$ cat src/rtl/edge_detect_bank.sv
// Multi-channel input conditioner: per channel a synchroniser, a stability filter,
// a selectable edge detector and a sticky write-one-to-clear pending flag.
module edge_detect_bank #(
    parameter int CHANNELS      = 8,
    parameter int SYNC_STAGES   = 2,
    parameter int FILTER_CYCLES = 0
) (
    input  logic                  clk,
    input  logic                  reset_n,
    input  logic [CHANNELS-1:0]   din,
    input  logic [2*CHANNELS-1:0] edge_sel,
    input  logic [CHANNELS-1:0]   clear,
    output logic [CHANNELS-1:0]   level,
    output logic [CHANNELS-1:0]   pulse,
    output logic [CHANNELS-1:0]   pending,
    output logic                  irq
);

    localparam int CW = (FILTER_CYCLES > 0) ? $clog2(FILTER_CYCLES + 1) : 1;

    logic [SYNC_STAGES-1:0][CHANNELS-1:0] sync_q, sync_d;
    logic [CHANNELS-1:0][CW-1:0]          cnt_q, cnt_d;
    logic [CHANNELS-1:0]                  level_q, level_d;
    logic [CHANNELS-1:0]                  pulse_q, pulse_d;
    logic [CHANNELS-1:0]                  pending_q, pending_d;
    logic [CHANNELS-1:0]                  s;

    always_comb begin
        sync_d    = {sync_q[SYNC_STAGES-2:0], din};
        s         = sync_q[SYNC_STAGES-1];
        cnt_d     = cnt_q;
        level_d   = level_q;
        pulse_d   = '0;
        // A new level is accepted only once the count has run out with no break.
        for (int i = 0; i < CHANNELS; i++) begin
            if (s[i] == level_q[i]) begin
                cnt_d[i] = '0;
            end else if (cnt_q[i] == CW'(FILTER_CYCLES)) begin
                level_d[i] = s[i];
                cnt_d[i]   = '0;
                pulse_d[i] = s[i] ? edge_sel[2*i] : edge_sel[2*i+1];
            end else begin
                cnt_d[i] = cnt_q[i] + CW'(1);
            end
        end
        pending_d = pulse_q | (pending_q & ~clear);
    end

    always_ff @(posedge clk or negedge reset_n) begin
        if (!reset_n) begin
            sync_q    <= '0;
            cnt_q     <= '0;
            level_q   <= '0;
            pulse_q   <= '0;
            pending_q <= '0;
        end else begin
            sync_q    <= sync_d;
            cnt_q     <= cnt_d;
            level_q   <= level_d;
            pulse_q   <= pulse_d;
            pending_q <= pending_d;
        end
    end

    assign level   = level_q;
    assign pulse   = pulse_q;
    assign pending = pending_q;
    assign irq     = |pending_q;

endmodule
$ cat config.mk
export PLATFORM = sky130hd
export DESIGN_NAME = edge_detect_bank
export DESIGN_NICKNAME = d
export VERILOG_FILES = /design/src/rtl/edge_detect_bank.sv
export SDC_FILE = /design/constraint.sdc
export NUM_CORES = 1
export LEC_CHECK = 0
export ABC_AREA = 0
export BUFFER_PORTS_ARGS = -buffer_cell sky130_fd_sc_hd__clkbuf_2
export CAP_MARGIN = 20
export CORE_MARGIN = 5
export CORE_UTILIZATION = 48
export CTS_CLUSTER_DIAMETER = 200
export DETAILED_ROUTE_END_ITERATION = 10
export PLACE_DENSITY = 0.86
export SETUP_SLACK_MARGIN = 0.4
export SYNTH_ARGS = -nofsm -noshare
export SYNTH_HDL_FRONTEND = slang
export SYNTH_SLANG_ARGS = --single-unit
$ cat constraint.sdc
create_clock -name clk -period 1.9 [get_ports clk]
set_clock_uncertainty 0.2 [all_clocks]
set_input_delay 0.095 -clock clk [delete_from_list [all_inputs] [get_ports clk]]
set_output_delay 0.095 -clock clk [all_outputs]
set_load 0.01 [all_outputs]
==> impl_metrics.sql <==
INSERT INTO impl_metrics (metric_group, metric, value, unit) VALUES
('clocking', 'cts-buffers-inserted', '5', ''),
('place', 'detailedPlacementHpwl', '2050', 'um'),
('layout', 'instances_no_fill', '222', ''),
('setup_path', 'critical_path.endpoint_type', 'primary output', ''),
('synthesis', 'combinational_family_with_the_most_area_after_synthesis', 'simple AND/OR/NAND/NOR gates', ''),
('layout', 'final_cell_area', '2060', 'um^2'),
('sta', 'final_hold_viol_count', '0', ''),
('synthesis', 'postSynth.asyncResetShare', '100', '%'),
('setup_path', 'reg2reg_to', 'pulse[2]', ''),
('layout', 'syn_to_final_growth', '62.4', '%'),
('run', 'maxCapViolCount', '0', ''),
('pwr', 'switching_share', '25.4', '%'),
('synthesis', 'biggest_area_consumer_among_synthesized_cells', 'sky130_fd_sc_hd__dfrtp_1', ''),
('layout', 'sequential_cell_area', '1000', 'um^2'),
('drt', 'drt_first_pass_iters', '4', ''),
('synthesis', 'synth.area.mux_share', '0', '%'),
('sta', 'grt_setup_unrepaired', 'true', ''),
('synthesis', 'seq_area_frac_synth', '78.9', '%'),
('sta', 'period_share', '83.2', '%'),
('sta', 'final-max-slew-violation-count', '0', ''),
('setup_path', 'cp.arrival', '1290', 'ps'),
('setup_path', 'worst-r2r-setup-slack', '860', 'ps'),
('drt', 'drt_iter0_drc', '56', ''),
('pwr', 'power.net_switching', '0.450', 'mW'),
('synthesis', 'synth_compound_gate_area_share', '7.99', '%'),
('global_routing', 'grt_pass1_vias', '1267', ''),
('setup_path', 'worstSetupStartpointType', 'register', ''),
('synthesis', 'synthAdderAreaFrac', '0', '%'),
('global_routing', 'grt_overflow_total', '0', ''),
('layout', 'post_route_cells_drive_above_1_share', '40.6', '%'),
('setup_path', 'worstPathMaxFanout', '2', ''),
('synthesis', 'post-synth-top-count-cell', 'sky130_fd_sc_hd__dfrtp_1', ''),
('pwr', 'total_power', '1.77', 'mW'),
('drt', 'avgViaCountPerCell', '5.29', ''),
('drt', 'ant_nets', '0', ''),
('layout', 'num-fill-cells', '119', ''),
('outcome', 'outcome', 'completed', ''),
('synthesis', 'yosysUniqueCellTypes', '9', ''),
('floorplan', 'die_span_in_x', '61.4', 'um'),
('global_routing', 'globalRouteTotalUtil', '25.5', '%'),
('floorplan', 'area_of_the_core', '2500', 'um^2'),
('global_routing', 'antenna_found_initial', '0', ''),
('synthesis', 'number_of_flops_mapped_to_enable_cells_by_yosys', '0', ''),
('synthesis', 'yosys.area.top_type_share', '78.9', '%'),
('pwr', 'pwr-share-clk', '32.0', '%'),
('clocking', 'h-tree-depth', '2', ''),
('place', 'dp_slack', '729', 'ps'),
('synthesis', 'mappedNetlistArea', '1270', 'um^2'),
('synthesis', 'ys_top_cells_by_area', 'sky130_fd_sc_hd__dfrtp_1 (79%), sky130_fd_sc_hd__nand3b_1 (4.7%), sky130_fd_sc_hd__a21o_1 (4.1%), sky130_fd_sc_hd__o21ai_0 (3.2%), sky130_fd_sc_hd__nand2_1 (2.7%)', ''),
('place', 'gp_routability_congestion', '0.697', ''),
('setup_path', 'critical_path.reg2reg.startpoint', 'level[2]', ''),
('floorplan', 'die_height', '61.4', 'um'),
('drt', 'post-route-drc-count', '0', ''),
('synthesis', 'syn_nets', '125', ''),
('layout', 'layout.core_utilization', '82.4', '%'),
('sta', 'relSlewSlack', '67.9', '%'),
('global_routing', 'grt_first_pass_wirelength', '6550', 'um'),
('sta', 'fin_worst_hold_slack', '105', 'ps'),
('synthesis', 'ys_dominant_reg_cell', 'sky130_fd_sc_hd__dfrtp_1', ''),
('layout', 'multi_input_area', '220', 'um^2'),
('sta', 'setup_slack', '319', 'ps'),
('floorplan', 'initial_utilization', '50.8', '%'),
('floorplan', 'design.portCount', '59', ''),
('layout', 'diodes', '0', ''),
('clocking', 'cts_sinks', '40', ''),
('synthesis', 'synth_common_cells', 'sky130_fd_sc_hd__dfrtp_1 (40), sky130_fd_sc_hd__nand2_1 (9)', ''),
('sta', 'max_slew.worst_pin.slew', '481', 'ps'),
('sta', 'report.final.setup_viol', '0', ''),
('pwr', 'combinationalPowerShare', '14.0', '%'),
('sta', 'fin_setup_tns', '0', 'ps'),
('drt', 'routed-via-count', '1175', '');
[worst max-delay path by stage]
stage,cells past startpoint,slack (ps),from,endpoint
6_report,3,320,pending[2],irq
5_1_grt,3,270,pending[2],irq
2_1_floorplan,2,810,pending[7],irq
3_3_place_gp,3,700,pending[3],irq
3_5_place_dp,3,730,pending[7],irq
4_1_cts,3,360,pending[2],irq
[worst max-delay path: stages, from the launching register on]
cell and delay [ps]:
sky130_fd_sc_hd__dfrtp_1 420, sky130_fd_sc_hd__nor4_2 290, sky130_fd_sc_hd__nand2_1 80, sky130_fd_sc_hd__clkbuf_2 130
[cell type report]
cell class              instances  share of cell area, %
inverters                       8                   1.46
clock buffers                   6                   2.00
clock inverters                 2                   1.70
repair buffers                101                   33.8
well taps                      30                   1.82
multi-input cells              35                   10.7
flip-flops and latches         40                   48.6
[layout by cell type, fill, tap and decap left out, types with 2 or more instances in the layout]
cell type / instances
sky130_fd_sc_hd__o21ai_1: 3
sky130_fd_sc_hd__dfrtp_1: 40
sky130_fd_sc_hd__dlygate4sd3_1: 33
sky130_fd_sc_hd__nand3b_1: 8
sky130_fd_sc_hd__a21o_1: 7
sky130_fd_sc_hd__clkbuf_2: 58
sky130_fd_sc_hd__clkbuf_4: 5
sky130_fd_sc_hd__nor4_2: 2
sky130_fd_sc_hd__buf_4: 10
sky130_fd_sc_hd__o21ai_0: 5
sky130_fd_sc_hd__nand2_1: 9
sky130_fd_sc_hd__inv_1: 8
[metal layers]
| layer | vias to the layer above | part of all wire, % | global-route usage, % |
|---|---|---|---|
| met3 | 27 | 7.5 | 8.81 |
| li1 | 492 | - | - |
| met2 | 82 | 50 | 43.5 |
| met1 | 574 | 36 | 28.8 |
| met4 | 0 | 5.9 | 11.8 |
| met5 | - | 0 | 0 |
[cells by family after synthesis]
| group | count (synthesis) |
|---|---|
| AND/OR/NAND/NOR | 19 |
| flip-flops | 40 |
| AO/OA/AOI/OAI | 16 |
| buffers and inverters | 16 |
[registers in the layout, summed over array words and instances, names as in the netlist]
signal	count
level	8
pending	8
pulse	8
s	8
sync_d	8
[repair_timing]
item                       4_1_cts  5_1_grt
gates resized for setup          0        5
hold endpoints to repair        64        8
setup endpoints to repair        1        9
setup buffers                    4        5
pin swaps                        2        2
hold buffers                    33        8
[power by group through the flow]
stage	Combinational, mW	Sequential [mW]	Clock (mW)
after detailed placement	0.154	0.961	0
after CTS	0.228	0.941	0.542
after global placement	0.151	0.955	0
final	0.248	0.956	0.566
after global routing	0.268	0.961	0.602
after floorplan	0.0378	0.973	0
No activity file was read; power rests on OpenSTA's default activity.
